$ cat src/rtl/rom_dl_pkg.sv
// Shared types and region-table helpers for the ROM download router.
// The default region table matches the 8-region game build.
package rom_dl_pkg;

  typedef enum logic [1:0] {IDLE, LOAD, FLUSH, DONE} dl_state_t;

  localparam int MAX_REGIONS = 32;
  localparam int MAX_AW      = 32;

  typedef logic [MAX_AW-1:0]             rom_addr_t;
  typedef logic [MAX_REGIONS*MAX_AW-1:0] end_tbl_t;

  localparam int GAME_NUM_REGIONS = 8;
  localparam int GAME_ADDR_W      = 25;
  localparam logic [GAME_NUM_REGIONS*GAME_ADDR_W-1:0] GAME_REGION_END = {
    25'h60000, 25'h50000, 25'h40000, 25'h38000,
    25'h30000, 25'h28000, 25'h20000, 25'h10000
  };

  // Tables are packed with region 0 in the least significant aw bits.
  function automatic rom_addr_t region_end(input end_tbl_t ends, input int aw, input int i);
    end_tbl_t  sh;
    rom_addr_t mask;
    sh   = ends >> (i * aw);
    mask = (aw >= MAX_AW) ? '1 : ((rom_addr_t'(1) << aw) - rom_addr_t'(1));
    return sh[MAX_AW-1:0] & mask;
  endfunction

  function automatic rom_addr_t region_base(input end_tbl_t ends, input int aw, input int i);
    return (i == 0) ? '0 : region_end(ends, aw, i - 1);
  endfunction

endpackage

$ cat src/rtl/rom_dl_router_if.sv
// ioctl download stream in, per-region RAM write port and status out.
// master is the HPS/ioctl side, slave is the router.
interface rom_dl_router_if #(
  parameter int NUM_REGIONS = 8,
  parameter int ADDR_W      = 25,
  parameter int LOCAL_AW    = 16,
  parameter int DATA_W      = 8
);
  logic                   ioctl_download;
  logic [7:0]             ioctl_index;
  logic                   ioctl_wr;
  logic [ADDR_W-1:0]      ioctl_addr;
  logic [DATA_W-1:0]      ioctl_dout;
  logic [NUM_REGIONS-1:0] dl_cs;
  logic [LOCAL_AW-1:0]    dl_addr;
  logic [DATA_W-1:0]      dl_data;
  logic                   dl_we;
  logic [NUM_REGIONS-1:0] region_full;
  logic [15:0]            oor_count;
  logic                   rom_ready;
  logic                   dl_error;

  modport master (
    output ioctl_download, ioctl_index, ioctl_wr, ioctl_addr, ioctl_dout,
    input  dl_cs, dl_addr, dl_data, dl_we, region_full, oor_count, rom_ready, dl_error
  );

  modport slave (
    input  ioctl_download, ioctl_index, ioctl_wr, ioctl_addr, ioctl_dout,
    output dl_cs, dl_addr, dl_data, dl_we, region_full, oor_count, rom_ready, dl_error
  );
endinterface

$ cat src/rtl/rom_region_decode.sv
// Combinational lowest-match region decoder over an ascending end-address table.
// Zero latency, no backpressure; also flags the last byte of the matched region.
module rom_region_decode
  import rom_dl_pkg::*;
#(
  parameter int NUM_REGIONS = GAME_NUM_REGIONS,
  parameter int ADDR_W      = GAME_ADDR_W,
  parameter int LOCAL_AW    = 16,
  parameter logic [NUM_REGIONS*ADDR_W-1:0] REGION_END = GAME_REGION_END,
  localparam int IDX_W = (NUM_REGIONS > 1) ? $clog2(NUM_REGIONS) : 1
) (
  input  logic [ADDR_W-1:0] addr,
  output logic              hit,
  output logic              last,
  output logic [IDX_W-1:0]  idx,
  output logic [ADDR_W-1:0] base
);

  localparam end_tbl_t ENDS = end_tbl_t'(REGION_END);

  logic [ADDR_W-1:0] end_a  [NUM_REGIONS];
  logic [ADDR_W-1:0] base_a [NUM_REGIONS];

  for (genvar g = 0; g < NUM_REGIONS; g++) begin : g_rgn
    localparam rom_addr_t END_V  = region_end(ENDS, ADDR_W, g);
    localparam rom_addr_t BASE_V = region_base(ENDS, ADDR_W, g);
    if (END_V < BASE_V) begin : g_bad_order
      $error("rom_region_decode: REGION_END not ascending at region %0d", g);
    end else if ((64'(END_V) - 64'(BASE_V)) > (64'd1 << LOCAL_AW)) begin : g_bad_size
      $error("rom_region_decode: region %0d larger than 2^LOCAL_AW", g);
    end
    assign end_a[g]  = END_V[ADDR_W-1:0];
    assign base_a[g] = BASE_V[ADDR_W-1:0];
  end

  // Descending scan so the lowest matching region wins; empty regions never match.
  always_comb begin
    hit  = 1'b0;
    last = 1'b0;
    idx  = '0;
    base = '0;
    for (int i = NUM_REGIONS - 1; i >= 0; i--) begin
      if (addr < end_a[i]) begin
        hit  = 1'b1;
        last = (addr == end_a[i] - ADDR_W'(1));
        idx  = IDX_W'(i);
        base = base_a[i];
      end
    end
  end

endmodule

$ cat src/rtl/rom_dl_router.sv
// Routes ioctl byte writes to per-region ROM RAMs and tracks download completion.
// 2-cycle latency ioctl_wr -> dl_we, one write per cycle, never stalls.
module rom_dl_router
  import rom_dl_pkg::*;
#(
  parameter int NUM_REGIONS = GAME_NUM_REGIONS,
  parameter int ADDR_W      = GAME_ADDR_W,
  parameter int LOCAL_AW    = 16,
  parameter int DATA_W      = 8,
  parameter logic [7:0] ROM_INDEX = 8'd0,
  parameter logic [NUM_REGIONS*ADDR_W-1:0] REGION_END = GAME_REGION_END
) (
  input logic            CLK,
  input logic            RESET,
  rom_dl_router_if.slave bus
);

  localparam int IDX_W = (NUM_REGIONS > 1) ? $clog2(NUM_REGIONS) : 1;
  localparam end_tbl_t ENDS = end_tbl_t'(REGION_END);

  if (NUM_REGIONS < 1 || NUM_REGIONS > MAX_REGIONS || ADDR_W > MAX_AW) begin : g_bad_cfg
    $error("rom_dl_router: unsupported NUM_REGIONS/ADDR_W");
  end

  function automatic logic [NUM_REGIONS-1:0] zero_mask();
    logic [NUM_REGIONS-1:0] m;
    for (int i = 0; i < NUM_REGIONS; i++)
      m[i] = (region_end(ENDS, ADDR_W, i) == region_base(ENDS, ADDR_W, i));
    return m;
  endfunction

  // Empty regions can never be written, so they start every download already full.
  localparam logic [NUM_REGIONS-1:0] ZERO_MASK = zero_mask();

  logic active, active_q, rise, accept;
  dl_state_t state;

  assign active = bus.ioctl_download & (bus.ioctl_index == ROM_INDEX);
  assign rise   = active & ~active_q;
  assign accept = bus.ioctl_wr & active & ((state == LOAD) | rise);

  logic              d_hit, d_last;
  logic [IDX_W-1:0]  d_idx;
  logic [ADDR_W-1:0] d_base;

  rom_region_decode #(
    .NUM_REGIONS(NUM_REGIONS),
    .ADDR_W     (ADDR_W),
    .LOCAL_AW   (LOCAL_AW),
    .REGION_END (REGION_END)
  ) u_decode (
    .addr(bus.ioctl_addr),
    .hit (d_hit),
    .last(d_last),
    .idx (d_idx),
    .base(d_base)
  );

  logic              s1_vld, s1_hit, s1_last;
  logic [IDX_W-1:0]  s1_idx;
  logic [ADDR_W-1:0] s1_addr, s1_base;
  logic [DATA_W-1:0] s1_data;

  always_ff @(posedge CLK or posedge RESET) begin
    if (RESET) begin
      s1_vld  <= 1'b0;
      s1_hit  <= 1'b0;
      s1_last <= 1'b0;
      s1_idx  <= '0;
      s1_addr <= '0;
      s1_base <= '0;
      s1_data <= '0;
    end else begin
      s1_vld <= accept;
      if (accept) begin
        s1_hit  <= d_hit;
        s1_last <= d_last;
        s1_idx  <= d_idx;
        s1_addr <= bus.ioctl_addr;
        s1_base <= d_base;
        s1_data <= bus.ioctl_dout;
      end
    end
  end

  logic                   dl_we;
  logic [NUM_REGIONS-1:0] dl_cs;
  logic [LOCAL_AW-1:0]    dl_addr;
  logic [DATA_W-1:0]      dl_data;

  always_ff @(posedge CLK or posedge RESET) begin
    if (RESET) begin
      dl_we   <= 1'b0;
      dl_cs   <= '0;
      dl_addr <= '0;
      dl_data <= '0;
    end else begin
      dl_we   <= s1_vld & s1_hit;
      dl_cs   <= (s1_vld & s1_hit) ? (NUM_REGIONS'(1) << s1_idx) : '0;
      dl_addr <= LOCAL_AW'(s1_addr - s1_base);
      dl_data <= s1_data;
    end
  end

  logic [NUM_REGIONS-1:0] region_full;
  logic [15:0]            oor_count;
  logic                   rom_ready, dl_error;

  // active_q resets high so a download still asserted at reset release is not a new start.
  always_ff @(posedge CLK or posedge RESET) begin
    if (RESET) begin
      state       <= IDLE;
      active_q    <= 1'b1;
      region_full <= '0;
      oor_count   <= '0;
      rom_ready   <= 1'b0;
      dl_error    <= 1'b0;
    end else begin
      active_q <= active;
      if (s1_vld & s1_hit & s1_last)
        region_full[s1_idx] <= 1'b1;
      if (s1_vld & ~s1_hit & (oor_count != 16'hFFFF))
        oor_count <= oor_count + 16'd1;

      if (rise && state != LOAD) begin
        state       <= LOAD;
        region_full <= ZERO_MASK;
        oor_count   <= '0;
        rom_ready   <= 1'b0;
        dl_error    <= 1'b0;
      end else begin
        case (state)
          LOAD:    if (!active) state <= FLUSH;
          FLUSH: begin
            if (!s1_vld && !dl_we) begin
              state     <= DONE;
              rom_ready <= &region_full;
              dl_error  <= ~&region_full;
            end
          end
          default: ;
        endcase
      end
    end
  end

  assign bus.dl_we       = dl_we;
  assign bus.dl_cs       = dl_cs;
  assign bus.dl_addr     = dl_addr;
  assign bus.dl_data     = dl_data;
  assign bus.region_full = region_full;
  assign bus.oor_count   = oor_count;
  assign bus.rom_ready   = rom_ready;
  assign bus.dl_error    = dl_error;

endmodule
$ cat src/flat_wrapper.sv
// flat-port wrapper written by rule: the top's interface ports become plain ports
module rom_dl_router_flat import rom_dl_pkg::*;
#(
  parameter int NUM_REGIONS = GAME_NUM_REGIONS,
  parameter int ADDR_W      = GAME_ADDR_W,
  parameter int LOCAL_AW    = 16,
  parameter int DATA_W      = 8,
  parameter logic [7:0] ROM_INDEX = 8'd0,
  parameter logic [NUM_REGIONS*ADDR_W-1:0] REGION_END = GAME_REGION_END
)
  (CLK, RESET, bus_ioctl_download, bus_ioctl_index, bus_ioctl_wr, bus_ioctl_addr, bus_ioctl_dout, bus_dl_cs, bus_dl_addr, bus_dl_data, bus_dl_we, bus_region_full, bus_oor_count, bus_rom_ready, bus_dl_error);
  rom_dl_router_if #(.NUM_REGIONS(NUM_REGIONS), .ADDR_W(ADDR_W), .LOCAL_AW(LOCAL_AW), .DATA_W(DATA_W)) bus_i ();
  input logic CLK;
  input logic RESET;
  input wire logic [$bits(bus_i.ioctl_download)-1:0] bus_ioctl_download;
  input wire logic [$bits(bus_i.ioctl_index)-1:0] bus_ioctl_index;
  input wire logic [$bits(bus_i.ioctl_wr)-1:0] bus_ioctl_wr;
  input wire logic [$bits(bus_i.ioctl_addr)-1:0] bus_ioctl_addr;
  input wire logic [$bits(bus_i.ioctl_dout)-1:0] bus_ioctl_dout;
  output wire logic [$bits(bus_i.dl_cs)-1:0] bus_dl_cs;
  output wire logic [$bits(bus_i.dl_addr)-1:0] bus_dl_addr;
  output wire logic [$bits(bus_i.dl_data)-1:0] bus_dl_data;
  output wire logic [$bits(bus_i.dl_we)-1:0] bus_dl_we;
  output wire logic [$bits(bus_i.region_full)-1:0] bus_region_full;
  output wire logic [$bits(bus_i.oor_count)-1:0] bus_oor_count;
  output wire logic [$bits(bus_i.rom_ready)-1:0] bus_rom_ready;
  output wire logic [$bits(bus_i.dl_error)-1:0] bus_dl_error;
  assign bus_i.ioctl_download = bus_ioctl_download;
  assign bus_i.ioctl_index = bus_ioctl_index;
  assign bus_i.ioctl_wr = bus_ioctl_wr;
  assign bus_i.ioctl_addr = bus_ioctl_addr;
  assign bus_i.ioctl_dout = bus_ioctl_dout;
  assign bus_dl_cs = bus_i.dl_cs;
  assign bus_dl_addr = bus_i.dl_addr;
  assign bus_dl_data = bus_i.dl_data;
  assign bus_dl_we = bus_i.dl_we;
  assign bus_region_full = bus_i.region_full;
  assign bus_oor_count = bus_i.oor_count;
  assign bus_rom_ready = bus_i.rom_ready;
  assign bus_dl_error = bus_i.dl_error;
  rom_dl_router #(.NUM_REGIONS(NUM_REGIONS), .ADDR_W(ADDR_W), .LOCAL_AW(LOCAL_AW), .DATA_W(DATA_W), .ROM_INDEX(ROM_INDEX), .REGION_END(REGION_END)) u_core (.CLK(CLK), .RESET(RESET), .bus(bus_i));
endmodule
$ cat config.mk
export PLATFORM = sky130hd
export DESIGN_NAME = rom_dl_router_flat
export DESIGN_NICKNAME = d
export VERILOG_FILES = /design/src/rtl/rom_dl_pkg.sv /design/src/rtl/rom_dl_router_if.sv /design/src/rtl/rom_region_decode.sv /design/src/rtl/rom_dl_router.sv /design/src/flat_wrapper.sv
export SDC_FILE = /design/constraint.sdc
export NUM_CORES = 1
export LEC_CHECK = 0
export ABC_AREA = 1
export ABC_CLOCK_PERIOD_IN_PS = 7700
export BUFFER_PORTS_ARGS = -buffer_cell sky130_fd_sc_hd__buf_2
export CAP_MARGIN = 20
export CORE_MARGIN = 2
export CORE_UTILIZATION = 57
export DETAILED_ROUTE_END_ITERATION = 6
export MAX_ROUTING_LAYER = met4
export PLACE_DENSITY = 0.85
export RECOVER_POWER = 50
export SYNTH_ARGS = -nofsm -noshare
export SYNTH_HDL_FRONTEND = slang
export SYNTH_SLANG_ARGS = --single-unit
$ cat constraint.sdc
create_clock -name CLK -period 7.7 [get_ports CLK]
set_input_delay 1.54 -clock CLK [delete_from_list [all_inputs] [get_ports CLK]]
set_output_delay 1.54 -clock CLK [all_outputs]
set_load 0.005 [all_outputs]
* After elaboration in Yosys (flattened, before gate mapping)
Index checks and enable logic that the tools add are counted.
Word-level totals: register bits 108, input port bits 45, output and inout bits 59, word-level logic and storage cells 119
Operators by class: add/sub/neg operators 2, magnitude comparators 10, eq/ne operators 14, shift operators 1, multiplexer cells 48, bitwise gates (word level) 12, reduce and logical (&&, ||, !) cells 15
Operators by type and width (number):
- two-way mux 16 bit | 9
- equality test 25 x 18 -> 1 bit, second input constant | 4
- < comparator 25 x 18 -> 1 bit, second input constant | 4
- < comparator 25 x 19 -> 1 bit, second input constant | 3
- equality test 25 x 19 -> 1 bit, second input constant | 2
- equality test 25 x 16 -> 1 bit, second input constant | 1
- equality test 25 x 17 -> 1 bit, second input constant | 1
- < comparator 25 x 17 -> 1 bit, second input constant | 1
- two-way mux 3 bit | 8
- two-way mux 8 bit | 3
- two-way mux 1 bit | 23
- adder 16 x 1 -> 16 bit, second input constant | 1
- != test 16 bit, second input constant | 1
- subtractor 16 bit | 1
- AND 1 bit | 8
- logical NOT 8 bit | 1
- bitwise OR 8 bit | 1
- AND reduction 8 bit | 1
- nonzero test 2 bit | 4
- << shifter 1 x 3 -> 8 bit, first input constant | 1
- two-way mux 2 bit | 3
- < comparator 3 x 4 -> 1 bit, second input constant | 1
- case mux 2 bit (2 select lines) | 1
- demux 1 bit (select 3 bit) | 1
- other kinds (13) | 18

* Longest topological paths before layout
depth in word-level cells 9, depth in mapped cells 10, mapped depth without buffers 10

* Modules after synthesis
Synthesis repeated with hierarchy kept, for this count alone.
Second synthesis, totals: cells, all modules 718, area, all modules 5750.5 sq um
Modules (own cells, without submodules):
- rom_dl_router | times used 1, cells an instance 642, area each 5325.1 sq um, seq. area each 2703.8 sq um
- rom_region_decode | times used 1, cells an instance 76, area each 425.4 sq um, seq. area each 0.0 sq um

* Worst setup path after synthesis
No wires, ideal clock.
kind in2reg, start input port bus_ioctl_index[2], end register u_core.dl_error (netlist: u_core.bus.dl_error), library setup time 0.120 ns, arrival time 2.360 ns, required time 7.580 ns, setup slack 5.220 ns, stages on the path 7, buffers on the path 1, path through nor2_1 -> nand3_1 -> nor2_4 -> nand3_1 -> buf_2 -> o211ai_1 -> inv_1
Between the ends: longest elaborated chain between the ends 6, elaborated cells between the ends (all ways) 8, those cells by class 1 x mux; 2 x bitwise; 5 x reduce/logical
Ends and longest elaborated chain:
- start, declared | RTL line flat_wrapper.sv:16 | input wire logic [$bits(bus_i.ioctl_index)-1:0] bus_ioctl_index;
- logical NOT 8 bit * | RTL line rom_dl_router.sv:38 | assign active = bus.ioctl_download & (bus.ioctl_index == ROM_INDEX);
- AND 1 bit * | RTL line rom_dl_router.sv:38
- via u_core.active | RTL line rom_dl_router.sv:35 | logic active, active_q, rise, accept;
- AND 1 bit * | RTL line rom_dl_router.sv:39 | assign rise = active & ~active_q;
- logical AND 1 bit * | RTL line rom_dl_router.sv:125 | if (rise && state != LOAD) begin
- nonzero test 2 bit (no source line)
- AND reduction 2 bit (no source line)
- end signal, assigned | RTL line rom_dl_router.sv:138 | dl_error <= ~&region_full;
- end, declared | RTL line rom_dl_router.sv:107 | logic rom_ready, dl_error;
Mark *: on every way through the listed nets, which the timed path passes. The rest lies on a longest branch. A chain may end at the register's enable or synchronous reset.

==> out/qor.txt <==
Most common cell in the netlist: nand2_1
Worst min path class: reg2reg
Total GRT Usage: 25.39%
Part of the power in registers: 57.4%
Worst-path maximum fanout: 35
RR Startpoint: u_core.state[0]
Clock latency at the later pin of the worst-skew pair: 0.35 ns
Power per cell area: 183.4 nW/um2
Distinct cells, synth: 29
Worst Reg-to-Reg Cells: 6
Clk root buf: clkbuf_8
Synth-to-layout area growth: 19.74%
PortBufs: 103
Pin count of the biggest net entering global routing: 94
Total gr overflow: 0
Detailed Route Iter0 Violations: 221
Post-cts sizing count: 0
Top post-synthesis cells by count: nand2_1 (155), dfrtp_1 (92), nor2_1 (55)
FF-to-FF setup slack: 5.72 ns
Comb pwr share: 8.3%
Status: complete, but fails checks
WL met1: 3765 um
Die area: 7736 um2
Setup Skew: 0.008915 ns
R2r endpoint: u_core.bus.oor_count[15]
Int Pwr: 0.6490 mW
Failing checks: capacitance limit, slew limit
Clock-pin slew on the worst setup and hold paths: 0.09 ns
Ys async rst share: 100.0%
Row count: 30
Final antenna-violating net count: 0
RSZ-0062 raised after global routing: no
First-pass GRT wire length: 14720 um
Post-synthesis sequential area ratio: 57.96%
P_leak: 2.726 nW
CTS hold repair buffers: 0
Initial core utilization: 59.13%
Ant. Diodes: 0
CTS buffer count: 9
Metal3 WL: 492 um
Crit path to: u_core.bus.oor_count[1]
Dominant cell type by area after synthesis: dfrtp_1
Drt wl/cell: 12.86 um
Top_reg_cell synth: dfrtp_1
Setup Fix Bufs, Post-CTS: 0
Rel. slew slack: -29.56%
Fmax: 0.3323 GHz
Kind of critical path: in2async
Met2 wire length: 4390 um
Highest routed layer: met4
DRT Pass-1 Iters: 4
Mapped Nets: 515
WL final: 8707 um
Max_cap viols: 1
Synth Instances: 469
Fin util: 70.81%
Synthesized cell area: 4018 um2
Final GP Congestion: 0.8655
Sw Ratio: 26.46%
H-tree depth: 3
Endpoints failing hold: 0
DIE HEIGHT: 87.96 um
Core footprint: 6794 um2
Vias: 3424
Vias in the first global route: 3294
Final routed DRC violation total: 0
Synth top area share: 57.30%
Final Critical Period: 3.009 ns
VDD IR-drop max: 0.0001041 V
Top Ports: 104
Crit path launch: RESET
Final Max Tran Viols: 35
Avg Inst Size Synth: 8.566 um2
CP arrival: 3.10 ns
Setup TNS: 0 ns
Flops & latches, synth: 93
Setup-failing EPs final: 0
Worst path required time: 7.79 ns
Yosys warning count: 0
Mean number of vias per cell: 5.058
Crit path launch type: input pin
Clock Tree Buf Depth: 2
Final period util: 39.08%
Type of destination of the critical path: async pin
CTS tree: done
Final nets: 622
DP Wirelength: 6039 um
Clock Sink Count: 93
Switching power: 0.2335 mW
Die Wd: 87.96 um
EDFF count, synth: 0
Area contributors post-synth: dfrtp_1 (57%), nand2_1 (14%), nand3_1 (5.7%)
Layout cells sized above 1: 22.38%
Worst Tran Pin Value: 1.943 ns
Clk pwr share: 34.3%
Antenna violations before repair: 0
-- layout make-up --
class	count	area [um2]
clock inverters	7	60.06
well taps	96	120.1
inverters	48	181.4
repair buffers	106	554.3
clock buffers	9	123.9
flip-flops and latches	93	2328
multi-input cells	318	1443
fillers	543	1983
-- stage by stage --
| step | power (mW) | instance area (um2) | hold WS [ns] | worst slack, ns | cells |
|---|---|---|---|---|---|
| 2_1_floorplan | 0.5584 | 4018 | 0.3540 | 3.741 | 469 |
| 3_3_place_gp | 0.5837 | 4611 | 0.3577 | 4.492 | 660 |
| 3_5_place_dp | 0.5884 | 4611 | 0.3602 | 4.406 | 660 |
| 4_1_cts | 0.8867 | 4795 | 0.3765 | 4.783 | 676 |
| 5_1_grt | 0.9229 | 4811 | 0.3967 | 4.312 | 677 |
| 6_report | 0.8825 | 4811 | 0.3816 | 4.691 | 677 |
-- registers in the layout, summed over array words and instances, names as in the netlist --
signal                  cells
u_core.state                2
u_core.s1_idx               3
u_core.s1_last              1
u_core.bus.dl_cs            8
u_core.s1_vld               1
u_core.s1_addr             16
u_core.s1_base              1
u_core.bus.dl_we            1
u_core.bus.dl_addr         16
u_core.s1_hit               1
u_core.bus.dl_error         1
u_core.active_q             1
u_core.s1_data              8
u_core.bus.rom_ready        1
u_core.bus.oor_count       16
u_core.bus.region_full      8
u_core.bus.dl_data          8
-- per-layer routing --
metal  up-vias  GRT usage, %
li1       1690             -
met1      1616         31.88
met2       112         41.18
met3         6         6.126
met4         0         7.552
met5         -             -
-- power groups by stage --
stage	Clock [mW]	Combinational, mW	Sequential (mW)
2_1_floorplan	0	0.0424	0.516
3_3_place_gp	0	0.0677	0.516
3_5_place_dp	0	0.0720	0.516
4_1_cts	0.307	0.0725	0.507
5_1_grt	0.329	0.0847	0.509
6_report	0.303	0.0730	0.507
-- how the worst min path moves through the flow --
stage,to,slack [ns],start,cells past startpoint
floorplan,u_core.bus.dl_addr[0],0.35,u_core.s1_addr[0],0
global placement,u_core.bus.dl_addr[14],0.36,u_core.s1_addr[14],0
detailed placement,u_core.bus.dl_data[6],0.36,u_core.s1_data[6],0
CTS,u_core.bus.dl_addr[11],0.38,u_core.s1_addr[11],0
global route,u_core.bus.dl_addr[0],0.40,u_core.s1_addr[0],0
finish,u_core.bus.dl_addr[6],0.38,u_core.s1_addr[6],0
-- worst max-delay path, cell delays in order --
cell and delay, ns:
buf_2 0.10, clkinvlp_2 0.05, clkbuf_1 1.39
-- logic make-up (layout without fill, tap and decap cells) --
| group | Yosys count | in the layout | share of synthesized area [%] |
|---|---|---|---|
| simple gates | 279 | 279 | 29.21 |
| flops | 93 | 93 | 57.96 |
| buf+inv | 58 | 170 | 5.948 |
| compound gates | 30 | 30 | 4.828 |
| xor+xnor | 8 | 8 | 1.744 |
| fa+ha+maj | 1 | 1 | 0.3114 |
-- layout by cell type (no fill, tap or decap) --
cell,netlist,final
a21oi_1,2,2
and2_1,1,1
buf_16,0,1
buf_2,5,103
buf_4,0,1
clkbuf_1,3,1
clkbuf_8,0,9
clkinv_2,0,2
clkinv_4,0,1
clkinv_8,0,1
clkinvlp_2,0,1
clkinvlp_4,0,1
dfrtp_1,92,92
dfstp_2,1,1
ha_1,1,1
inv_1,47,46
inv_2,1,1
inv_6,0,2
nand2_1,155,155
nand2_2,1,1
nand3_1,46,46
nand3b_1,4,4
nand4_1,10,10
nor2_1,55,56
nor2_2,2,2
nor2_4,2,1
nor3_1,3,3
o2111ai_1,1,1
o211ai_1,1,1
o211ai_4,1,1
o21a_1,1,1
o21ai_0,16,16
o21ai_1,4,4
o21ai_4,1,1
o21bai_1,3,3
xnor2_1,1,1
xor2_1,7,7
Note: power is estimated with default switching activity, not from simulation.
